$ cat config.mk
export PLATFORM = sky130hd
export DESIGN_NAME = logic_chain_issuer
export DESIGN_NICKNAME = d
export VERILOG_FILES = /design/src/rtl/logic_pkg.sv /design/src/rtl/logic_op_eval.sv /design/src/rtl/logic_chain_issuer.sv
export SDC_FILE = /design/constraint.sdc
export NUM_CORES = 1
export LEC_CHECK = 0
export ABC_AREA = 1
export CAP_MARGIN = 15
export CORE_MARGIN = 4
export CORE_UTILIZATION = 51
export CTS_BUF_LIST = sky130_fd_sc_hd__clkbuf_8
export CTS_CLUSTER_SIZE = 12
export DETAILED_ROUTE_END_ITERATION = 10
export PLACE_DENSITY = 0.78
export SLEW_MARGIN = 20
export SYNTH_ARGS = -nofsm -noshare
export SYNTH_HDL_FRONTEND = slang
export SYNTH_HIERARCHICAL = 1
export SYNTH_SLANG_ARGS = --single-unit
export TNS_END_PERCENT = 5
$ cat constraint.sdc
create_clock -name clk -period 1.5 [get_ports clk]
set_input_delay 0.45 -clock clk [delete_from_list [all_inputs] [get_ports clk]]
set_output_delay 0.45 -clock clk [all_outputs]
set_load 0.03 [all_outputs]
$ cat src/rtl/logic_pkg.sv
// Shared definitions for the bitwise-logic datapath: op-code values and the
// issuer's FSM state encoding.
package logic_pkg;

  localparam logic [1:0] OP_AND = 2'b00;
  localparam logic [1:0] OP_OR  = 2'b01;
  localparam logic [1:0] OP_XOR = 2'b10;
  localparam logic [1:0] OP_NOR = 2'b11;

  typedef enum logic [1:0] {
    ST_IDLE  = 2'b00,
    ST_CHAIN = 2'b01,
    ST_RESP  = 2'b10
  } state_t;

endpackage

$ cat src/rtl/logic_op_eval.sv
// Purely combinational bitwise evaluator: r = a OP b over N bits.
module logic_op_eval
  import logic_pkg::*;
#(
  parameter int N = 8
) (
  input  logic [N-1:0] a,
  input  logic [N-1:0] b,
  input  logic [1:0]   op,
  output logic [N-1:0] r
);

  always_comb begin
    // NOTE: assign a default before the case so no path leaves r unassigned (no latch).
    r = '0;
    unique case (op)
      OP_AND:  r = a & b;
      OP_OR:   r = a | b;
      OP_XOR:  r = a ^ b;
      OP_NOR:  r = ~(a | b);
      default: r = '0;
    endcase
  end

endmodule

$ cat src/rtl/logic_chain_issuer.sv
// Sequenced front end to the logic op set: folds a chain of command beats into
// an accumulator and issues one backpressured result beat per chain.
module logic_chain_issuer
  import logic_pkg::*;
#(
  parameter int N  = 8,
  parameter int CW = 8
) (
  input  logic          clk,
  input  logic          rst_n,
  input  logic          cmd_valid,
  output logic          cmd_ready,
  input  logic [1:0]    cmd_op,
  input  logic [N-1:0]  cmd_operand,
  input  logic          cmd_first,
  input  logic          cmd_last,
  output logic          res_valid,
  input  logic          res_ready,
  output logic [N-1:0]  res_data,
  output logic [CW-1:0] res_count,
  output logic          res_err
);

  state_t        state, state_nxt;
  logic [N-1:0]  acc, acc_nxt, op_result;
  logic [CW-1:0] count, count_nxt;
  logic          err, err_nxt;
  logic          load_res;
  logic          beat;

  logic_op_eval #(.N(N)) u_op_eval (
    .a  (acc),
    .b  (cmd_operand),
    .op (cmd_op),
    .r  (op_result)
  );

  // Gated with rst_n so the block refuses beats while reset is held.
  assign cmd_ready = rst_n && (state != ST_RESP);
  assign res_valid = (state == ST_RESP);
  assign beat      = cmd_valid && cmd_ready;

  always_comb begin
    state_nxt = state;
    acc_nxt   = acc;
    count_nxt = count;
    err_nxt   = err;
    load_res  = 1'b0;
    unique case (state)
      ST_IDLE: begin
        if (beat) begin
          acc_nxt   = cmd_operand;
          count_nxt = CW'(1);
          err_nxt   = ~cmd_first;
          load_res  = cmd_last;
          state_nxt = cmd_last ? ST_RESP : ST_CHAIN;
        end
      end
      ST_CHAIN: begin
        if (beat) begin
          if (cmd_first) begin
            // Restart inside a chain reloads but marks the chain as violated.
            acc_nxt   = cmd_operand;
            count_nxt = CW'(1);
            err_nxt   = 1'b1;
          end else begin
            acc_nxt   = op_result;
            count_nxt = (count == '1) ? count : count + CW'(1);
          end
          load_res  = cmd_last;
          state_nxt = cmd_last ? ST_RESP : ST_CHAIN;
        end
      end
      ST_RESP: begin
        if (res_ready) state_nxt = ST_IDLE;
      end
      default: state_nxt = ST_IDLE;
    endcase
  end

  // NOTE: sequential state uses non-blocking assignments so every register samples pre-edge values.
  always_ff @(posedge clk or negedge rst_n) begin
    if (!rst_n) begin
      state     <= ST_IDLE;
      acc       <= '0;
      count     <= '0;
      err       <= 1'b0;
      res_data  <= '0;
      res_count <= '0;
      res_err   <= 1'b0;
    end else begin
      state <= state_nxt;
      acc   <= acc_nxt;
      count <= count_nxt;
      err   <= err_nxt;
      if (load_res) begin
        res_data  <= acc_nxt;
        res_count <= count_nxt;
        res_err   <= err_nxt;
      end
    end
  end

endmodule

==> metrics.cfg <==
[status]
status = finished with violations
violations = negative setup slack

[worst_hold_path]
hp-class = input port to asynchronous set/reset pin

[yosys]
synth_area_leader_cell = dfrtp_1
synth-compound-area-share_pct = 5.43
synth_nets = 379
synth_top_family_by_area = simple AND/OR/NAND/NOR gates
synth_top_area_share_pct = 35.5
syn-cell-area_um2 = 2530
synth_edf_count = 0
synth_ff_type = dfrtp_1
synth.most_common_cell = nand2_1
muxShareOfSynthArea_pct = 0
synth_commonest_cells = nand2_1 (138), inv_1 (43), dfrtp_1 (36), nand3_1 (36), ha_1 (17)
ys_seq_area_share_pct = 35.5
ys_types = 29
synthCells = 346
ys_warn_count = 6
synthXorXnorAreaFrac_pct = 0
yosys.area_share.simple_pct = 39.2
synth_top_cells_by_area = dfrtp_1 (36%), nand2_1 (20%), ha_1 (8.4%), nand3_1 (7.1%), inv_1 (6.4%)
syn_area_per_cell_um2 = 7.33
synthArstFlopShare_pct = 100
synth_fa_ha_area_share_pct = 8.39
ys_ff_latch = 36

[critical_path]
critPathMaxStageDelay_ps = 400
cp-end-kind = primary output
critPathBufInv = 2
r2r_slack_ps = -10
cp-start-kind = flop
r2r-start = state[1]
crit_type = flop to primary output
cp_common_cell = buf_6
worst_r2r_endpoint = res_count[6]
crit_path_max_fanout = 5
crit_chain = buf_6, a21boi_4, buf_6
cp.arrival_ps = 1160
required_ps = 1050
cpLargestDelayFamily = flip-flops
crit_slowest_cell = dfrtp_1
ff2ff_path_depth = 12

[sta]
hold_ws_ps = 174
hold_violations = 0
tightest_slew_ps = 329
setup_viol = 4
clock_skew_ps = 6.82
post-route-period-util_pct = 108
max_freq_mhz = 619
rsz0062_at_grt = true
min_period_ps = 1610
layout_setup_ws_ps = -115
relSlewSlack_pct = 78.1
slew_violations = 0

[global_routing]
grt_first_pass_wirelength_mm = 10.5
antenna_found_initial = 0
grt.total_usage_pct = 20.9
first_global_vias = 2310
grt_max_degree = 27
grt.overflow.total = 0

[final_layout]
nets = 451
n_antenna_cell = 0
ff_latch_area_um2 = 901
multi_input_area_um2 = 1400
fin_area_um2 = 3310
area_growth_pct = 30.8
fill_cells = 405
drive_above_1_share_pct = 23.9
final_util_pct = 69.7

[drt]
postRouteAntennaNets = 0
drc = 0
via_per_inst = 5.03
dr.pass1.iters = 4
vias = 2438
drtIter0Drc = 235
routed_wl_mm = 6.06
avgRoutedWirePerCell_um = 12.5

[placed_design]
place_area_um2 = 3120
port_buffers = 34
dpl.hpwl_mm = 4.62
preCtsSetupSlack_ps = -571
finalWeightedCongestion = 0.901

[cts]
clkTransAtPathRegs_ps = 70
clk_path_buf_depth = 2
clk_latency_ps = 290
cts_hold_buf = 0
cts_max_level = 2
cts_made_buffers = 5
cts_sinks = 36
cts_tree = built
root_buffer = clkbuf_8

[power_and_ir_drop]
power_density_nw_per_um2 = 1100
p_total_mw = 3.65
p_leak_nw = 1.80
peakVddDrop_mv = 0.954

[floorplan]
core_um2 = 4750
die-width_um = 78.5
initial_core_util_pct = 53.3
fp.dieArea_um2 = 6160
io_pins = 35
die_y_um = 78.5
rows = 25

[flow_run]
drv_cap = 0

-- report_power, final --
part	internal [mW]	switching, mW	leakage (nW)
logic	0.638	0.922	1.28
registers	1.19	0.167	0.467
clock network	0.409	0.325	0.0503
-- worst max-delay path by stage --
stage	startpoint	endpoint	depth (start not counted)
floorplan	state[1]	res_data[0]	9
global placement	cmd_operand[4]	acc[4]	9
detailed placement	cmd_operand[4]	acc[4]	9
CTS	state[1]	cmd_ready	3
global route	state[1]	cmd_ready	3
finish	state[1]	cmd_ready	3
-- layout by cell type (no fill, tap or decap), drive strengths merged --
cell / n
nand2: 143
buf: 54
inv: 48
nand3: 39
dfrtp: 36
ha: 17
nor2: 16
o21ai: 15
nand4: 14
dlygate4sd2: 9
clkbuf: 9
clkdlybuf4s15: 5
clkdlybuf4s50: 4
o2111ai: 2
a22oi: 1
a21boi: 1
a21oi: 1
o211ai: 1
and2: 1
o22ai: 1
dlymetal6s2s: 1
-- cell type report --
type | count | share of cell area [%]
clock buffers | 7 | 2.91
inverters | 48 | 5.81
multi-input cells | 252 | 42.3
flip-flops and latches | 36 | 27.2
well taps | 67 | 2.53
repair buffers | 75 | 19.3
-- registers in the layout, indices dropped and copies added (netlist names) --
register,flops
err,1
count,8
res_err,1
res_count,8
acc,8
res_data,8
state,2
-- cell families after synthesis --
logic type,Yosys count
AND/OR/NAND/NOR,213
AO/OA/AOI/OAI,22
adder cells (fa/ha/maj),17
buffers and inverters,58
flip-flops,36
-- per-stage QoR --
stage               cells  setup TNS (ps)
detailed placement    473          -13670
global route          485           -2420
CTS                   480            -324
floorplan             346               0
global placement      473          -13380
finish                485            -225
-- routing by layer --
layer / share of wire (%) / vias up / track usage (%)
li1: - / 1243 / -
met1: 48 / 1116 / 29.8
met2: 46 / 68 / 32.9
met3: 5.5 / 11 / 3.44
met4: 1.3 / 0 / 5.77
met5: 0 / - / 0
-- what timing repair did --
action | CTS | global route
setup buffers | 0 | 5
resized for setup | 30 | 21
pin swaps | 7 | 19
setup endpoints to repair | 38 | 39
Note: power is estimated with default switching activity, not from simulation.
